File: config.mk
export PLATFORM = sky130hd
export DESIGN_NAME = sad_min_tracker
export DESIGN_NICKNAME = d
export VERILOG_FILES = /design/src/rtl/sad_pkg.sv /design/src/rtl/sad_fall_det.sv /design/src/rtl/sad_min_tracker.sv
export SDC_FILE = /design/constraint.sdc
export NUM_CORES = 1
export LEC_CHECK = 0
export ABC_AREA = 1
export BUFFER_PORTS_ARGS = -buffer_cell sky130_fd_sc_hd__buf_2
export CAP_MARGIN = 25
export CORE_ASPECT_RATIO = 1.1
export CORE_MARGIN = 10
export CORE_UTILIZATION = 43
export CTS_CLUSTER_SIZE = 28
export DETAILED_ROUTE_END_ITERATION = 12
export GPL_ROUTABILITY_DRIVEN = 0
export HOLD_SLACK_MARGIN = 0.02
export PLACE_DENSITY = 0.66
export SLEW_MARGIN = 10
export SYNTH_ARGS = -nofsm -noshare
export SYNTH_HDL_FRONTEND = slang
export SYNTH_SLANG_ARGS = --single-unit
File: constraint.sdc
create_clock -name clk -period 2.7 [get_ports clk]
set_input_delay 0.27 -clock clk [delete_from_list [all_inputs] [get_ports clk]]
set_output_delay 0.27 -clock clk [all_outputs]
set_load 0.02 [all_outputs]
File: src/rtl/sad_pkg.sv
// Shared types and constants for the SAD minimum tracker.
package sad_pkg;

  localparam int SAD_W = 32;
  localparam logic [SAD_W-1:0] SAD_INIT = 32'hFFFF_FFFF;

  typedef enum logic [1:0] {
    IDLE  = 2'd0,
    TRACK = 2'd1,
    CMP   = 2'd2,
    DONE  = 2'd3
  } sad_state_e;

endpackage

File: src/rtl/sad_fall_det.sv
// Falling-edge detector for the upstream SAD engine busy flag.
module sad_fall_det (
  input  logic clk,
  input  logic rst,
  input  logic busy,
  output logic fall
);

  logic busy_q;

  always_ff @(posedge clk) begin
    if (rst) busy_q <= 1'b0;
    else     busy_q <= busy;
  end

  assign fall = busy_q & ~busy;

endmodule

File: src/rtl/sad_min_tracker.sv
// Tracks the minimum SAD (and its candidate index) over NCAND upstream results.
// Optional early exit on a good-enough match: define SAD_MIN_EARLY_EXIT_EN.
module sad_min_tracker
  import sad_pkg::*;
#(
  parameter int NCAND = 16,
  parameter int IDXW  = 8
) (
  input  logic             clk,
  input  logic             rst_i,
  input  logic             start_i,
  input  logic             busy_i,
  input  logic [31:0]      sad_i,
`ifdef SAD_MIN_EARLY_EXIT_EN
  input  logic [31:0]      thresh_i,
  output logic             early_o,
`endif
  output logic             busy_o,
  output logic             done_o,
  output logic [31:0]      best_sad_o,
  output logic [IDXW-1:0]  best_idx_o,
  output logic [IDXW:0]    cnt_o
);

  localparam logic [IDXW:0] NCAND_C = (IDXW+1)'(NCAND);

  sad_state_e       state;
  logic [SAD_W-1:0] captured;
  logic [SAD_W-1:0] best_sad;
  logic [IDXW-1:0]  best_idx;
  logic [IDXW:0]    cnt;
  logic [IDXW:0]    cnt_nxt;
  logic             fall;
  logic             better;
  logic             full;
  logic             early_hit;

  sad_fall_det u_fall (
    .clk  (clk),
    .rst  (rst_i),
    .busy (busy_i),
    .fall (fall)
  );

  // Strict compare: ties and all-ones results never displace the current best.
  assign better  = captured < best_sad;
  assign cnt_nxt = (cnt < NCAND_C) ? cnt + 1'b1 : cnt;
  assign full    = cnt_nxt >= NCAND_C;

`ifdef SAD_MIN_EARLY_EXIT_EN
  logic early_q;
  assign early_hit = captured <= thresh_i;
  assign early_o   = done_o & early_q;
`else
  assign early_hit = 1'b0;
`endif

  always_ff @(posedge clk) begin
    if (rst_i) begin
      state    <= IDLE;
      captured <= SAD_INIT;
      best_sad <= SAD_INIT;
      best_idx <= '0;
      cnt      <= '0;
`ifdef SAD_MIN_EARLY_EXIT_EN
      early_q  <= 1'b0;
`endif
    end else if (start_i) begin
      // Also restarts an in-flight search; a coincident fall event is dropped.
      state    <= TRACK;
      best_sad <= SAD_INIT;
      best_idx <= '0;
      cnt      <= '0;
`ifdef SAD_MIN_EARLY_EXIT_EN
      early_q  <= 1'b0;
`endif
    end else begin
      case (state)
        IDLE: ;
        TRACK: begin
          if (fall) begin
            captured <= sad_i;
            state    <= CMP;
          end
        end
        CMP: begin
          if (better) begin
            best_sad <= captured;
            best_idx <= cnt[IDXW-1:0];
          end
          cnt   <= cnt_nxt;
          state <= (full || early_hit) ? DONE : TRACK;
`ifdef SAD_MIN_EARLY_EXIT_EN
          early_q <= early_hit & ~full;
`endif
        end
        DONE:    state <= IDLE;
        default: state <= IDLE;
      endcase
    end
  end

  assign busy_o     = state != IDLE;
  assign done_o     = state == DONE;
  assign best_sad_o = best_sad;
  assign best_idx_o = best_idx;
  assign cnt_o      = cnt;

endmodule

* Yosys cells after proc, flatten, opt, wreduce, memory -nomap -nowiden
Index checks and enable logic that the tools add are counted.
** Storage, ports and cells
- Register bits :: 84
- Bits in latches :: 0
- Bits in writable memories :: 0
- ROM bits :: 0
- Input bits :: 36
- Output and inout port bits :: 51
- Memories kept :: 0
** Cells by class
- Add/subtract/negate cells :: 1
- Multipliers :: 0
- Divide/modulo/power cells :: 0
- $lt $le $gt $ge :: 3
- Eq/ne operators :: 5
- Shifts and indexed selects :: 0
- Mux-type cells :: 5
- Bitwise logic cells :: 3
- Reduce and logical (&&, ||, !) cells :: 8
** Operators by type and width (number)
- less-than comparator 32 bit :: 1
- adder 9 x 1 -> 9 bit, second input constant :: 1
- >= comparator 9 x 5 -> 1 bit, second input constant :: 1
- less-than comparator 9 x 5 -> 1 bit, second input constant :: 1
- 2-to-1 mux 9 bit :: 1
- case mux 2 bit (3 select lines) :: 1
- AND reduction 2 bit :: 3
- == test 2 bit, second input constant :: 2
- 2-to-1 mux 2 bit :: 2
- nonzero test 4 bit :: 1
- inequality test 3 bit, second input constant :: 1
- AND reduction 3 bit :: 1
- nonzero test 3 bit :: 1
- == test 2 x 1 -> 1 bit, second input constant :: 1
- inequality test 2 bit, second input constant :: 1
- inverter 1 bit :: 2
- nonzero test 2 bit :: 1
- OR reduction 2 bit :: 1
- AND 1 bit :: 1
- 2-to-1 mux 1 bit :: 1

* Longest topological paths before layout
Gate-level depths: netlist of run 1.
- Depth in word-level cells :: 6
- Depth in mapped cells :: 15
- Mapped depth without buffers :: 14

* By module
From an unflattened synthesis of run 1, not the netlist that was laid out.
** Second synthesis, totals
- Cells, all modules :: 526
- Area, all modules :: 4045.1 sq um
** Modules (own cells, without submodules)
- sad_min_tracker :: instances 1, cells each 521, area each 4007.6 sq um, seq. area each 1661.6 sq um
- sad_fall_det :: instances 1, cells each 5, area each 37.5 sq um, seq. area each 20.0 sq um

* Least setup slack after synthesis of run 1
No wires, ideal clock.
- Path type :: reg-to-reg
- Start :: register best_sad[21] (netlist: best_sad_o[21])
- End :: register best_sad[10] (netlist: best_sad_o[10])
- Arrival time :: 1.697 ns
- Required time :: 2.566 ns
- Setup slack :: 0.870 ns
- Stages on the path, launching flop included :: 12
- Clock period less this slack :: 1.830 ns
- Cells stage by stage :: dfxtp_1 -> inv_1 -> ha_1 -> a21oi_1 -> nor2_1 -> nor2_1 -> nand3_1 -> a21oi_2 -> nand2_1 -> buf_2 -> nand2_1 -> nand3_1
** On the way
- Word-level cells in the longest chain between the ends :: 2
** RTL lines
- start: declaration :: line sad_min_tracker.sv:29 : logic [SAD_W-1:0] best_sad;
- start signal: assignment :: line sad_min_tracker.sv:88 : best_sad <= captured;
- less-than comparator 32 bit :: line sad_min_tracker.sv:46 : assign better = captured < best_sad;
- AND reduction 2 bit (no source line)
No other way between the ends.
A chain may end at the register's enable or synchronous reset.

* Worst setup path after layout of run 1
- Start :: register best_sad[21] (netlist: best_sad_o[21])
- End :: register best_sad[8] (netlist: best_sad_o[8])
Same word-level chain as after synthesis.

==> results by group, run 1 <==
Critical path
  • Crit. path cell count: 11
  • Startpoint Class: flop
  • Worst Path Required: 2.93 ns
  • Worst reg2reg path depth: 11
  • Critical Path Max Stage Delay: approximately 0.43 ns
  • Slowest-stage cell, CP: a21oi_4
  • Crit-path leading delay family: compound AO/OA/AOI/OAI gates
  • CP startpoint: best_sad_o[21]
  • CP Max Fanout: 18
  • Worst path bufs/invs: 2
  • Crit-path cells: inv_1 > ha_1 > a21oi_1 > nor2_1 > nor2_1 > nand3_1 > a21oi_4 > nand2_1 > buf_4 > nand2_1 > nand3_1
  • R2r startpoint: best_sad_o[21]
  • Critical Path AT: around 2.4 ns
  • Worst setup path class: flop to flop
  • Setup crit end kind: flop
  • Flop-to-flop setup slack: just over 0.5 ns

Timing
  • Slew Viols, Final: 0
  • Min Tclk post-route: 2.18 ns
  • Endpoints failing hold: 0
  • Tightest Pin Transition: 0.610 ns
  • Final Skew: 0.0121 ns
  • Slew Limit Headroom: 59.3%
  • Setup violators final: 0
  • Final period utilization: roughly four fifths
  • Max Fclk: between 400 and 500 MHz
  • Post-Route Setup TNS: 0 ns
  • Unrepaired setup endpoints after global routing: false

Logic synthesis
  • Synth cell types: 23
  • Share of the synthesized area in the top cell type: 42.8%
  • Area leader, netlist: dfxtp_1
  • Mapped Area: 0.00393 sq mm
  • Sequential-to-total area share from yosys stat: 42.8%
  • Yosys warning count: 0
  • Synth top area cells: dfxtp_1 (43%), nand3_1 (14%), nand2_1 (13%), ha_1 (11%), inv_1 (5.5%)
  • Net Count, Synth: between 600 and 700
  • Yosys reg bits: 84
  • Mapped Avg Cell Area: 7.42 sq um
  • Cells after Synth: 529

Route
  • Total wire length: 10.1 mm
  • Routed vias/inst: 4.93
  • Routed len/inst: 13.9 microns
  • 1st-pass router iterations: 4
  • ANT nets after route: 0
  • Via count: 3602
  • Drt drc: 0
  • Initial DRC count: roughly 240

Floorplan
  • Io pins: 87
  • Initial core utilization: 44.2%
  • Die height: 120 microns
  • Core area: between 0.008 and 0.009 sq mm
  • Die area: roughly 0.013 sq mm
  • Row count: 36
  • Die Wd: 111 microns

Cells and area
  • Diodes inserted: 0
  • Fin cells: 730
  • Finished Core Util: between 50% and 60%
  • Commonest non-fill, non-tap cell in the layout: nand2_1
  • Commonest non-fill, non-tap cells in the layout: nand2_1 (138), nand3_1 (106), buf_2 (86), dfxtp_1 (84), inv_1 (58)
  • Nets: slightly below 700
  • Design area: 0.00469 sq mm
  • Layout cells sized above 1: 19.5%
  • Area grow syn2layout: 19.6%

Flow run
  • Max-Cap Viols: 0

Clock tree
  • CTS root buf: clkbuf_8
  • Clock sink count: 84
  • Post CTS Setup Buffer Count: 0
  • CTS Buf Count: 9
  • Clk buf depth: 2
  • Clk pin slew, worst setup/hold paths: about 0.080 ns
  • Hold_buf cts: 0
  • CTS H-tree lvls: 3
  • Worst-Skew Late Latency: 0.36 ns
  • CTS tree: yes
  • Post-CTS sizing: 0

Min path
  • Min-Delay Startpoint: sad_i[29]
  • Hold Path Stages: 3
  • Worst min path class: input pin to flop

Placement
  • Placed Cells: 714
  • Placed wire-length estimate: 7.47 mm
  • Dpl cell area: 0.00447 sq mm
  • IO buf count: 86

Power
  • P_leak: ~2.6 nW
  • Cell Pwr Density: 536 mW/mm^2
  • Max VDD drop: 0.217 mV

Global route
  • Largest net degree at the start of global routing: 43
  • Vias in the first global route: 3526
  • Grt total ovfl: 0
  • Global-route wire length before repair: 17.1 mm
  • All-Layer GR Usage: about 15%
  • Initial antenna violation count: 0

Run status
  • Status: finished, final reports clean
==> worst reg2reg max path, delay by kind of cell (launching register included) <==
| kind | cells | cell delay (ns) |
|---|---|---|
| AOI/OAI and AO/OA | 2 | 0.58 |
| and+or+nand+nor | 6 | 0.55 |
| DFF | 1 | 0.36 |
| adders and majority gates | 1 | 0.30 |
| buffers and inverters | 2 | 0.27 |
==> where the power goes <==
| group | leakage [nW] | internal [mW] | switching (mW) |
|---|---|---|---|
| Combinational | 1.81 | 0.0762 | 0.165 |
| Clock | 0.116 | 0.546 | 0.467 |
| Sequential | 0.681 | 1.25 | 0.0106 |
| Total | 2.61 | 1.87 | 0.643 |
==> per-layer routing <==
| metal | GRT usage (%) | up-vias | part of all wire, % |
|---|---|---|---|
| met3 | 4.70 | 13 | 7.2 |
| met4 | 6.51 | 0 | 1.8 |
| met1 | 18.5 | 1634 | 44 |
| met2 | 24.7 | 82 | 47 |
| met5 | 0 | - | 0 |
| li1 | - | 1873 | - |
==> final timing paths <==
check | endpoint
setup / recovery | best_sad_o[8]
hold / removal | captured[29]
hold reg to reg | cnt_o[8]
setup reg to reg | best_sad_o[8]
==> synth_stat cells (all sizes together) <==
cell type,instances
nor3,5
inv,60
nand2,139
nand4,2
a31oi,1
clkbuf,12
nand3,106
o22ai,1
or2,1
a211oi,2
buf,14
o21ai,8
ha,36
a21oi,27
o211ai,1
nor2,30
dfxtp,84
==> cell families after synthesis <==
logic type,synth area share (%)
buf+inv,9.37
simple gates,30.9
flops,42.8
fa+ha+maj,11.5
compound gates,5.45
==> registers in the layout (all words and copies together), names as in the netlist <==
register / count
best_sad_o: 32
captured: 32
cnt_o: 9
best_idx_o: 8
state: 2
u_fall.busy_q: 1
==> layout make-up <==
cell class	instances	area, sq um
clock buffers	10	138
clock inverters	6	87.6
fillers	879	4180
inverters	60	225
multi-input cells	359	1890
flip-flops and latches	84	1680
well taps	114	143
repair buffers	97	526
==> stage by stage <==
stage	total power, mW	setup WS [ns]	hold WS [ns]
finish	2.52	0.516	0.116
global route	2.63	0.245	0.117
CTS	2.54	0.493	0.0987
detailed placement	1.53	0.527	0.447
global placement	1.53	0.614	0.431
floorplan	1.46	0.870	0.339
(Power assumes the default switching activity.)
==> run 2: changes to the inputs <==
ABC_AREA = 0   (was 1)
PLACE_DENSITY = 0.68   (was 0.66)
clock period = 1.9 ns   (was 2.7 ns; I/O delays follow)
==> run 2 against run 1 <==
  * The run now ends with setup timing left
  * Maximum frequency shrank 6.5%
  * Final area grew 25%
  * Sequential share of layout area shrank 6.5 points
  * Global-route usage grew 0.76 points
  * Area after synthesis grew 2.3%
  * Sequential power grew 43%
  * Clock skew grew 0.0019 ns
  * First-iteration DRC count shrank 36%
  * Combinational power grew to 3.5 times the previous value
  * Hold slack lost 0.090 ns
  * Clock power grew 42%
  * Critical endpoint is now best_sad_o[3]
  * Largest cell class unchanged
==> results by group, run 2 <==
Run status
  • Status: finished, violations left
  • Failing checks: setup timing

Power
  • Cell Pwr Density: approximately 690 mW/mm^2
  • Max VDD drop: 0.373 mV
  • P_leak: around 2.5 nW

Floorplan
  • Die area: 0.0136 sq mm
  • Io pins: 87
  • Row count: 36
  • Die Wd: 112 microns
  • Initial core utilization: 44.6%
  • Die height: around 120 microns
  • Core area: 0.00901 sq mm

Clock tree
  • Worst-Skew Late Latency: 0.37 ns
  • Clk pin slew, worst setup/hold paths: roughly 0.090 ns
  • Clk buf depth: 2
  • CTS root buf: clkbuf_8
  • CTS Buf Count: 9
  • CTS H-tree lvls: 3
  • CTS tree: yes
  • Clock sink count: 84

Route
  • ANT nets after route: 0
  • Routed vias/inst: between 5 and 6
  • Via count: 3758
  • Initial DRC count: 152
  • Total wire length: around 12 mm
  • Drt drc: 0
  • 1st-pass router iterations: 4
  • Routed len/inst: 17.1 microns

Timing
  • Worst Setup Slack, final: -0.437 ns
  • Final period utilization: 123%
  • Final Skew: 0.0141 ns
  • Unrepaired setup endpoints after global routing: true
  • Setup violators final: 40
  • Min Tclk post-route: 2.34 ns
  • Tightest Pin Transition: 0.409 ns
  • Endpoints failing hold: 0
  • Slew Limit Headroom: 72.5%
  • Slew Viols, Final: 0
  • Fin Hold WS: 0.0256 ns
  • Max Fclk: 428 MHz

Cells and area
  • Multi-input gate area: 0.00225 sq mm
  • Nets: 656
  • Sequential cell area: ~0.0017 sq mm
  • Commonest non-fill, non-tap cells in the layout: buf_2 (86), buf_4 (73), dfxtp_1 (70), o211ai_1 (65), nor2b_1 (33)
  • Area grow syn2layout: 45.9%
  • Diodes inserted: 0
  • Commonest non-fill, non-tap cell in the layout: buf_2
  • Fill cells: 742
  • Layout cells sized above 1: between 40 and 50%

Global route
  • Largest net degree at the start of global routing: 65
  • Grt total ovfl: 0
  • Initial antenna violation count: 0
  • Global-route wire length before repair: 18.3 mm
  • All-Layer GR Usage: 16.0%
  • Vias in the first global route: 3811

Logic synthesis
  • Share of the synthesized area in the top cell type: 41.9%
  • Sequential-to-total area share from yosys stat: 41.9%
  • Synth top cells by count: dfxtp_1 (84), o211ai_1 (65), inv_1 (39)
  • Yosys reg bits: 84
  • Mapped Avg Cell Area: around 9.6 sq um
  • FFs w/ async S/R, synth: 0%
  • Most frequent cell after synthesis: dfxtp_1
  • Yosys warning count: 0
  • Mapped Area: 0.00402 sq mm
  • Net Count, Synth: between 400 and 500
  • Post-synth EDFFs: 0
  • Area leader, netlist: dfxtp_1
  • Synth top area cells: dfxtp_1 (42%), o211ai_1 (12%), ha_1 (11%), a211o_1 (7.0%), nor2b_1 (5.1%)
  • Synth Flop Type: dfxtp_1
  • Synth cell types: 41
  • Cells after Synth: 417

Placement
  • IO buf count: 86
  • Pre-CTS setup slack: -0.499 ns
  • Placed wire-length estimate: 7.80 mm

Critical path
  • Worst setup path class: flop to flop
  • Setup crit end kind: flop
  • Startpoint Class: flop
  • Worst Path Required: around 2.2 ns
  • Critical Path AT: 2.63 ns
  • CP Max Fanout: 9

Min path
  • Worst min path class: input pin to flop

Flow run
  • Max-Cap Viols: 0
-- run 2: metal layers --
metal / up-vias / track usage (%) / wire, microns / part of all wire [%]
li1: 1845 / - / - / -
met3: 20 / 4.10 / 713 / 5.9
met1: 1793 / 18.8 / 5040 / 42
met5: - / 0 / 0 / 0
met4: 0 / 5.79 / 248 / 2.1
met2: 100 / 27.6 / 5990 / 50
-- run 2: worst max-delay path, stage by stage (launching register included) --
cell	delay (ns)
dfxtp_4	0.37
inv_4	0.04
ha_4	0.22
a21oi_2	0.13
o21ai_2	0.07
a221o_1	0.39
a2111oi_4	0.42
buf_4	0.24
clkbuf_16	0.17
o211ai_1	0.11
o211ai_1	0.11
-- run 2: final cells by class --
type,instances,share of cell area [%]
clock inverter,6,1.28
multi-input combinational,265,38.4
inverter,39,2.63
timing repair buffer,185,23.3
tap,114,2.43
clock buffer,10,2.54
sequential,84,29.3
-- run 2: final timing paths --
check	from	endpoint	slack [ns]	cells after the start
setup reg to reg	best_sad_o[19]	best_sad_o[3]	-0.44	10
hold reg to reg	best_idx_o[6]	best_idx_o[6]	0.46	2
hold / removal	sad_i[19]	captured[19]	0.03	2
setup / recovery	best_sad_o[19]	best_sad_o[3]	-0.44	10
-- run 2: cell families (layout without fill, tap and decap cells) --
logic type / after synthesis / after routing / synth area share (%)
DFF: 84 / 84 / 41.9
AOI/OAI and AO/OA: 134 / 134 / 26.0
adders and majority gates: 36 / 36 / 11.2
buffers and inverters: 68 / 240 / 6.92
xor gates and xnor gates: 3 / 3 / 0.654
muxes: 8 / 8 / 1.99
and+or+nand+nor: 84 / 84 / 11.4
-- run 2: metrics by stage --
stage          setup TNS [ns]  cell area, sq um  utilization, %  instances  total power [mW]
2_1_floorplan          -13.39              4170               -        417              2.28
3_3_place_gp           -16.96              5200            57.7        661              2.55
3_5_place_dp           -17.65              5200            57.7        661              2.56
4_1_cts                -15.01              5600            62.1        692              4.02
5_1_grt                -20.67              5860            65.0        703              4.26
6_report               -16.51              5860            65.0        703              4.07
-- run 2: what timing repair did --
| item | 4_1_cts | 5_1_grt |
|---|---|---|
| buffers inserted | 2 | 3 |
| gates resized for setup | 8 | 21 |
| hold endpoints to repair | 13 | 1 |
| setup endpoints to repair | 42 | 73 |
| pin swaps | 2 | 12 |
| cloned | 0 | 7 |
| hold buffers | 13 | 1 |
-- run 2: report_power, final --
part           switching, mW  internal, mW  total (mW)
clock network          0.720         0.708        1.43
logic                  0.480         0.356       0.837
registers             0.0205          1.78        1.80
==> run 3: changes to the inputs <==
ABC_AREA = 1   (was 0)
==> run 3 against run 2 <==
  * The flow now finishes without violations
  * Register-to-register slack better by 0.51 ns
  * Cell count is 6.0% higher
  * Critical path depth is 1 higher
  * Setup slack better by 0.51 ns
  * Combinational power is 44% lower
==> results by group, run 3 (same netlist as run 1, synthesis figures left out) <==
Critical path
  • Startpoint Class: flop
  • Crit-path most repeated cell: nand2_4
  • Setup crit end kind: flop
  • Worst setup path class: flop to flop
  • Slowest-stage cell, CP: dfxtp_2
  • CP Max Fanout: 16
  • Critical Path Max Stage Delay: 0.35 ns
  • Crit-path cells: inv_1 > ha_1 > a21oi_1 > o21ai_1 > a21oi_2 > nand2_2 > nand2_4 > nand2_4 > buf_8 > nand2_1 > nand3_1
  • Worst Path Required: roughly 2.1 ns
  • Critical Path AT: 2.05 ns

Global route
  • Grt total ovfl: 0
  • Vias in the first global route: ~3500
  • Initial antenna violation count: 0
  • Largest net degree at the start of global routing: 33
  • Global-route wire length before repair: 16.8 mm
  • All-Layer GR Usage: ~15%

Timing
  • Post-Route Setup TNS: 0 ns
  • Unrepaired setup endpoints after global routing: true
  • Endpoints failing hold: 0
  • Slew Limit Headroom: 65.0%
  • Min Tclk post-route: 1.83 ns
  • Final period utilization: a little over nine tenths
  • Tightest Pin Transition: 0.524 ns
  • Final Skew: ~0.0084 ns
  • Max Fclk: 548 MHz
  • Setup violators final: 0
  • Slew Viols, Final: 0
  • Worst Setup Slack, final: approximately 0.074 ns

Floorplan
  • Core area: 0.00887 sq mm
  • Row count: 36
  • Die height: 120 microns
  • Io pins: between 80 and 90
  • Die area: 0.0134 sq mm
  • Die Wd: 111 microns
  • Initial core utilization: between 40 and 50%

Power
  • Total power: between 3 and 4 mW
  • Comb pwr share: 13.5%
  • P_int: 2.54 mW
  • P_leak: 2.72 nW
  • Net Sw Power: ~0.90 mW
  • Cell Pwr Density: 678 mW/mm^2
  • Reg power frac: 51.9%
  • Sw Share: a little over a quarter
  • Max VDD drop: 0.327 mV
  • Clk network pwr share: 34.6%

Cells and area
  • Multi-input gate area: 0.00208 sq mm
  • Fill cells: 848
  • Sequential cell area: 0.00171 sq mm
  • Fin cells: 745
  • Diodes inserted: 0
  • Commonest non-fill, non-tap cell in the layout: nand2_1
  • Area grow syn2layout: 29.6%
  • Layout cells sized above 1: ~29%
  • Commonest non-fill, non-tap cells in the layout: nand2_1 (135), nand3_1 (104), buf_2 (86), dfxtp_1 (61), inv_1 (57)
  • Nets: 698

Route
  • Routed len/inst: about 15 microns
  • Total wire length: roughly 11 mm
  • Top sig layer: met4
  • Routed vias/inst: 5.02
  • Initial DRC count: 155
  • Met2 WL: about 5.4 mm
  • Metal-1 WL: 4.64 mm
  • Met3 Wirelength: about 740 microns
  • Via count: 3741
  • Drt drc: 0
  • 1st-pass router iterations: 4
  • ANT nets after route: 0

Clock tree
  • Clk buf depth: 2
  • CTS tree: yes
  • CTS Buf Count: 9
  • CTS root buf: clkbuf_8
  • CTS H-tree lvls: 3
  • Clk pin slew, worst setup/hold paths: 0.08 ns
  • Clock sink count: 84
  • Worst-Skew Late Latency: 0.36 ns

Flow run
  • Max-Cap Viols: 0

Run status
  • Status: finished, final reports clean

Placement
  • Placed Cells: 721
  • Placed wire-length estimate: between 7 and 8 mm
  • Pre-CTS setup slack: -0.0203 ns
  • IO buf count: 86

Min path
  • Worst min path class: input pin to flop
==> run 3: cell types whose count changed in the layout (fill, tap and decap cells not counted), sizes merged, moves of 18 or more <==
| cell | change |
|---|---|
| nor2b | -33 |
| nand2 | +119 |
| buf | -56 |
| a211o | -32 |
| nand3 | +101 |
| inv | +18 |
| nor2 | +21 |
| o211ai | -64 |
==> run 3: area by class of cell <==
type | instances | area share (%)
clock buffer | 15 | 3.47
clock inverter | 1 | 0.0984
inverter | 60 | 4.43
multi-input combinational | 359 | 40.8
sequential | 84 | 33.6
tap | 114 | 2.80
timing repair buffer | 112 | 14.8
==> run 3: metrics by stage <==
stage	hold WS [ns]	area, sq um	util, %
2_1_floorplan	0.259	3930	-
3_3_place_gp	0.400	4550	51.2
3_5_place_dp	0.404	4550	51.2
4_1_cts	0.0242	4750	53.5
5_1_grt	0.0328	5090	57.3
6_report	0.0343	5090	57.3
==> run 3: final timing paths <==
path | from | endpoint | slack (ns) | cells after the start
setup / recovery | best_sad_o[11] | best_sad_o[19] | 0.07 | 11
hold / removal | sad_i[24] | captured[24] | 0.03 | 3
hold reg to reg | cnt_o[8] | cnt_o[8] | 0.45 | 2
setup reg to reg | best_sad_o[11] | best_sad_o[19] | 0.07 | 11
==> run 3: power by group through the flow <==
stage	clock network (mW)	registers [mW]	logic, mW
after detailed placement	0	1.83	0.378
after floorplan	0	1.83	0.247
after CTS	1.22	1.79	0.382
after global routing	1.30	1.79	0.504
after global placement	0	1.83	0.375
final	1.19	1.79	0.465
==> run 3: critical path, delay by kind of cell, from the launching register on <==
family | cells | cell delay (ns)
simple gates | 5 | 0.45
compound gates | 3 | 0.40
flops | 1 | 0.35
fa+ha+maj | 1 | 0.29
buf+inv | 2 | 0.20
==> run 3: routing by layer <==
| metal | track usage (%) | up-vias |
|---|---|---|
| met5 | 0 | - |
| met4 | 7.64 | 0 |
| met3 | 3.86 | 12 |
| met2 | 25.0 | 109 |
| met1 | 17.5 | 1713 |
| li1 | - | 1907 |
==> run 3: repair_timing <==
item,4_1_cts,5_1_grt
buffers inserted,0,5
gates resized for setup,7,55
gates cloned,0,3
pin swaps,2,12
hold buffers,0,0
setup endpoints to repair,31,40
